==> src/rtl/fe_pkg.sv <==
// Shared types and constants for the following-error monitor.
// Latency: n/a (declarations only).
// Backpressure: n/a.
package fe_pkg;

  // Per-channel monitor state
  typedef enum logic [1:0] {
    IDLE,
    OK,
    PENDING,
    FAULT
  } fe_state_t;

  // Config write target select
  localparam logic WR_SEL_THRESH  = 1'b0;
  localparam logic WR_SEL_PERSIST = 1'b1;

  // Largest positive saturated delta; the most-negative code is never produced
  function automatic longint sat_hi(input int delta_w);
    return (longint'(1) << (delta_w - 1)) - 1;
  endfunction

  // Symmetric negative clamp so |delta| always fits in delta_w-1 bits
  function automatic longint sat_lo(input int delta_w);
    return -sat_hi(delta_w);
  endfunction

endpackage

==> src/rtl/fe_channel.sv <==
// One axis: subtract, saturate, threshold compare, persistence FSM, config registers.
// Latency: positions -> delta 2 edges, -> fault 3 edges (persist = 0).
// Backpressure: none; samples every cycle, config writes are single-cycle strobes.
module fe_channel #(
  parameter int POS_W      = 32,
  parameter int DELTA_W    = 16,
  parameter int PERSIST_W  = 8,
  parameter int DEF_THRESH = 40
) (
  input  logic                      clk,
  input  logic                      resetn,
  input  logic signed [POS_W-1:0]   cmd_pos,
  input  logic signed [POS_W-1:0]   act_pos,
  input  logic                      enable,
  input  logic                      wr_en,
  input  logic                      wr_sel,
  input  logic [DELTA_W-1:0]        wr_data,
  input  logic                      clear,
  output logic signed [DELTA_W-1:0] delta,
  output logic                      fault
);
  import fe_pkg::*;

  localparam logic signed [POS_W:0] SAT_HI = (POS_W+1)'(sat_hi(DELTA_W));
  localparam logic signed [POS_W:0] SAT_LO = (POS_W+1)'(sat_lo(DELTA_W));

  logic signed [POS_W:0]     diff;
  logic signed [DELTA_W-1:0] sat;
  logic [DELTA_W-1:0]        mag;
  logic                      exceed;
  logic [DELTA_W-2:0]        thresh;
  logic [PERSIST_W-1:0]      persist;
  logic [PERSIST_W-1:0]      cnt;
  fe_state_t                 state;

  // Threshold is an unsigned magnitude, so the top write bit carries nothing
  logic unused_wr_msb;
  assign unused_wr_msb = wr_data[DELTA_W-1];

  // Clamp the exact difference into the symmetric delta range and take its magnitude
  always_comb begin
    sat = diff[DELTA_W-1:0];
    if (diff > SAT_HI)
      sat = SAT_HI[DELTA_W-1:0];
    else if (diff < SAT_LO)
      sat = SAT_LO[DELTA_W-1:0];
    mag = sat[DELTA_W-1] ? -sat : sat;
  end

  // Edge 1: sign-extended subtract (exact); edge 2: saturated delta and strict compare
  always_ff @(posedge clk or negedge resetn) begin
    if (!resetn) begin
      diff   <= '0;
      delta  <= '0;
      exceed <= 1'b0;
    end else begin
      diff   <= {cmd_pos[POS_W-1], cmd_pos} - {act_pos[POS_W-1], act_pos};
      delta  <= sat;
      exceed <= mag > {1'b0, thresh};
    end
  end

  // Config registers; a write lands after the compare of its own cycle
  always_ff @(posedge clk or negedge resetn) begin
    if (!resetn) begin
      thresh  <= (DELTA_W-1)'(DEF_THRESH);
      persist <= '0;
    end else if (wr_en) begin
      if (wr_sel == WR_SEL_PERSIST)
        persist <= wr_data[PERSIST_W-1:0];
      else
        thresh <= wr_data[DELTA_W-2:0];
    end
  end

  // Edge 3: persistence FSM; a new fault overrides a same-cycle clear
  always_ff @(posedge clk or negedge resetn) begin
    if (!resetn) begin
      state <= IDLE;
      cnt   <= '0;
      fault <= 1'b0;
    end else begin
      if (clear)
        fault <= 1'b0;
      if (!enable) begin
        state <= IDLE;
        cnt   <= '0;
      end else begin
        case (state)
          IDLE: begin
            state <= OK;
            cnt   <= '0;
          end
          OK: begin
            if (exceed) begin
              if (persist == '0) begin
                state <= FAULT;
                fault <= 1'b1;
              end else begin
                state <= PENDING;
                cnt   <= PERSIST_W'(1);
              end
            end
          end
          PENDING: begin
            if (!exceed) begin
              state <= OK;
              cnt   <= '0;
            end else if (cnt >= persist) begin
              state <= FAULT;
              fault <= 1'b1;
              cnt   <= '0;
            end else begin
              cnt <= cnt + 1'b1;
            end
          end
          FAULT: begin
            if (clear) begin
              state <= OK;
              cnt   <= '0;
            end
          end
          default: begin
            state <= IDLE;
            cnt   <= '0;
          end
        endcase
      end
    end
  end

endmodule

==> src/rtl/following_error_monitor.sv <==
// N-channel following-error monitor with sticky faults and shared active-low interrupt.
// Latency: positions -> fault 3 edges, -> irq_n 4 edges (persist = 0).
// Backpressure: none; free-running pipeline, config writes to absent channels are dropped.
module following_error_monitor #(
  parameter int CHANNELS   = 2,
  parameter int POS_W      = 32,
  parameter int DELTA_W    = 16,
  parameter int PERSIST_W  = 8,
  parameter int DEF_THRESH = 40
) (
  input  logic                          clk,
  input  logic                          resetn,
  input  logic [CHANNELS*POS_W-1:0]     cmd_pos,
  input  logic [CHANNELS*POS_W-1:0]     act_pos,
  input  logic [CHANNELS-1:0]           enable,
  input  logic                          wr_en,
  input  logic [2:0]                    wr_chan,
  input  logic                          wr_sel,
  input  logic [DELTA_W-1:0]            wr_data,
  input  logic [CHANNELS-1:0]           clear,
  output logic [CHANNELS*DELTA_W-1:0]   delta,
  output logic [CHANNELS-1:0]           fault,
  output logic                          irq_n
);
  import fe_pkg::*;

  for (genvar i = 0; i < CHANNELS; i++) begin : g_chan
    logic chan_wr;
    assign chan_wr = wr_en && (wr_chan == 3'(i));

    fe_channel #(
      .POS_W      (POS_W),
      .DELTA_W    (DELTA_W),
      .PERSIST_W  (PERSIST_W),
      .DEF_THRESH (DEF_THRESH)
    ) u_chan (
      .clk     (clk),
      .resetn  (resetn),
      .cmd_pos (cmd_pos[i*POS_W +: POS_W]),
      .act_pos (act_pos[i*POS_W +: POS_W]),
      .enable  (enable[i]),
      .wr_en   (chan_wr),
      .wr_sel  (wr_sel),
      .wr_data (wr_data),
      .clear   (clear[i]),
      .delta   (delta[i*DELTA_W +: DELTA_W]),
      .fault   (fault[i])
    );
  end

  // Edge 4: interrupt is low while any channel holds a fault
  always_ff @(posedge clk or negedge resetn) begin
    if (!resetn)
      irq_n <= 1'b1;
    else
      irq_n <= ~|fault;
  end

endmodule

==> config.mk <==
export PLATFORM = sky130hd
export DESIGN_NAME = following_error_monitor
export DESIGN_NICKNAME = d
export VERILOG_FILES = /design/src/rtl/fe_pkg.sv /design/src/rtl/fe_channel.sv /design/src/rtl/following_error_monitor.sv
export SDC_FILE = /design/constraint.sdc
export NUM_CORES = 1
export LEC_CHECK = 0
export ABC_CLOCK_PERIOD_IN_PS = 5600
export CORE_MARGIN = 3
export CORE_UTILIZATION = 53
export DETAILED_ROUTE_END_ITERATION = 10
export DONT_BUFFER_PORTS = 1
export HOLD_SLACK_MARGIN = 0.15
export PLACE_DENSITY = 0.75
export SYNTH_ARGS = -nofsm -noshare
export SYNTH_HDL_FRONTEND = slang
export SYNTH_SLANG_ARGS = --single-unit
==> constraint.sdc <==
create_clock -name clk -period 5.6 [get_ports clk]
set_input_delay 0.28 -clock clk [delete_from_list [all_inputs] [get_ports clk]]
set_output_delay 0.28 -clock clk [all_outputs]
set_load 0.05 [all_outputs]
==> results.txt <==
f_max - 0.193 GHz
CTS HTree Levels - 4
Util after Layout - 61.8%
Slew HR - 42.4%
worst-case clock buffer depth - 2
Detailed Route WL - 25.4 mm
Yosys top cell by area - dfrtp_1
Placement Setup Slack - 523 ps
mean post-synth cell area - 8.87 µm²
ys flop type - dfrtp_1
Final GP Congestion - 0.866
Slew @ Worst Pin - 864 ps
commonest non-fill, non-tap cells in the layout - dfrtp_1, inv_1, ha_1
vias in the first global route - 9,084
crit path max fanout - 8
worst setup margin - 413 ps
first-pass GRT wire length - 43.0 mm
CTS Root Cell - clkbuf_16
initial core utilization - 55.0%
Post-synth EDFFs - 0
Total Nets Final - 1,602
Critical Path End Type - flop
Max Slew Vio Count - 0
Min-Delay Path Class - in2reg
Synth warnings - 0
first-pass iteration count of the detailed router - 5
fin crit period - 5190 ps
Tot Pwr - 4.11 mW
final setup fails - 0
latest clock arrival within the worst-skew pair - 430 ps
crit path kind - reg2reg
design area - 12,800 µm²
Worst path max stage delay - 560 ps
Distinct cells, synth - 62
max-cap check violation count - 0
synth top area cells - dfrtp_1, ha_1, inv_1, a21o_1, a21oi_1
DR DRC count - 0
period utilisation layout - 92.6%
VDD IR-drop max - 0.000177 V
CP delay by family, top - simple AND/OR/NAND/NOR gates
dpl cell area - 11,600 µm²
postcts setup bufs - 0
final hold slack - 166 ps
clk_skew - 6.54 ps
Syn Inst Count - 1,278
worst-path cell chain - nor4_2 > nand2b_1 > or4b_4 > o41ai_4 > nand2_2 > a21oi_1 > ha_1 > inv_1 > or4_1 > o32a_1 > or3_1 > a31oi_1 > ha_1 > nand2_1 > nor4_1 > a2111oi_1 > o21ai_0 > a21oi_1 > a211oi_1
gr ovfl total - 0
WP buf/inv - 1
Inserted Clock Buffers - 17
routed length per instance - 15.7 µm
CTS tree - built
share of layout cells above drive strength 1 - 5.68%
pin count of the biggest net entering global routing - 170
synth-to-layout area growth - 12.6%
Iteration-0 DRC Markers - 562
critical path's slowest cell - or4b_4
Async SR Flop Fraction - 100%
commonest non-fill, non-tap cell in the layout - dfrtp_1
Sink Count - 169
register area share after synthesis - 37.4%
type of origin of the critical path - flop
post-synth top area share - 36.2%
P_leak - 5.92 nW
Port Buffers - 0
die height - 152 µm
final hold violations - 0
RSZ-0062 raised after global routing - no
Core ar. - 20,600 µm²
Yosys reg bits - 169
post-route setup TNS - 0 ps
Pwr Density - 322 nW/µm²
Via density - 5.76
Rows - 52
Die X - 152 µm
mapped cell area - 11,300 µm²
Detail Route Antenna Nets - 0
FILL cells - 1,730
Synth Net Count - 1,555
Post-Place Cells - 1,530
Die ar. - 23,200 µm²
total track usage - 21.8%
routed vias - 9,280
WP data required - 5890 ps
Reg clk slew, reported paths - 60 ps
status - complete, no violations
critical path data arrival time - 5480 ps
initial antenna violation count - 5
hpwl dp - 18.7 mm
IO Count - 190
final non-filler cell total - 1,612
==> sequential cells by signal (all words and copies together) (netlist names) <==
name / flops
g_chan.u_chan.exceed: 2
g_chan.u_chan.delta: 32
g_chan.u_chan.thresh: 30
g_chan.u_chan.cnt: 16
g_chan.u_chan.diff: 66
g_chan.u_chan.persist: 16
irq_n: 1
g_chan.u_chan.fault: 2
g_chan.u_chan.state: 4
==> power by group <==
group | leakage (nW) | switching [mW] | total, mW | internal, mW
Sequential | 1.98 | 0.318 | 1.78 | 1.46
Combinational | 3.65 | 0.605 | 1.09 | 0.490
Clock | 0.294 | 0.478 | 1.24 | 0.759
Total | 5.92 | 1.40 | 4.11 | 2.71
==> synthesized netlist by cell type, types with 21 or more instances <==
library cell  instances
nor3_1               32
nor2b_1              25
nand3_1              27
inv_1               149
xnor2_1              37
dfrtp_1             164
nor4_1               23
ha_1                120
a21o_1               59
o21ai_0              79
nor2_1               95
xor2_1               21
a31oi_1              29
a21oi_1              87
clkbuf_1             25
nand2_1              90
==> worst reg2reg max path: cells and delay by family, from the launching register on <==
family | cells | cell delay, ps
and+or+nand+nor | 8 | 2230
buffers and inverters | 1 | 140
AOI/OAI and AO/OA | 8 | 1670
DFF | 1 | 460
adders and majority gates | 2 | 550
==> repair_timing <==
item | in CTS | in global routing
endpoints found under the setup margin | 0 | 1
hold buffers | 46 | 0
resized for setup | 0 | 2
endpoints found under the hold margin | 243 | 0
==> cell type report <==
| class | instances | area [µm²] | share of cell area, % |
|---|---|---|---|
| multi-input combinational | 933 | 6450 | 50.5 |
| sequential | 169 | 4240 | 33.2 |
| inverter | 149 | 559 | 4.38 |
| timing repair buffer | 55 | 546 | 4.28 |
| clock buffer | 21 | 450 | 3.53 |
| tap | 270 | 338 | 2.65 |
| clock inverter | 11 | 170 | 1.33 |
| antenna | 4 | 10.0 | 0.0785 |
==> layer usage <==
layer,wire length [µm],track usage [%],vias up,share of wire (%)
met1,11500,29.2,4375,45
met4,487,6.64,2,1.9
met2,12200,36.0,242,48
met5,7,0,-,0.028
met3,1200,4.49,39,4.7
li1,-,-,4622,-
==> final timing paths <==
check,to,slack (ps),cells after the start,start
max,g_chan[1].u_chan.exceed$_DFF_PN0_,410,19,g_chan[1].u_chan.diff[3]$_DFF_PN0_
min in group asynchronous,g_chan[1].u_chan.cnt[5]$_DFFE_PN0P_,500,2,resetn
min,g_chan[0].u_chan.diff[2]$_DFF_PN0_,170,2,cmd_pos[2]
max reg2reg,g_chan[1].u_chan.exceed$_DFF_PN0_,410,19,g_chan[1].u_chan.diff[3]$_DFF_PN0_
max in group asynchronous,g_chan[0].u_chan.diff[24]$_DFF_PN0_,4410,2,resetn
min reg2reg,g_chan[0].u_chan.thresh[5]$_DFFE_PN1P_,520,2,g_chan[0].u_chan.thresh[5]$_DFFE_PN1P_
==> logic make-up after synthesis <==
family                   Yosys count  share of synthesized area [%]
flip-flops                       169                           37.4
AO/OA/AOI/OAI                    349                           19.7
multiplexers                      22                           2.15
buffers and inverters            176                           5.90
AND/OR/NAND/NOR                  382                           16.8
XOR/XNOR                          58                           4.48
adder cells (fa/ha/maj)          122                           13.6
No activity file was read; power rests on OpenSTA's default activity.
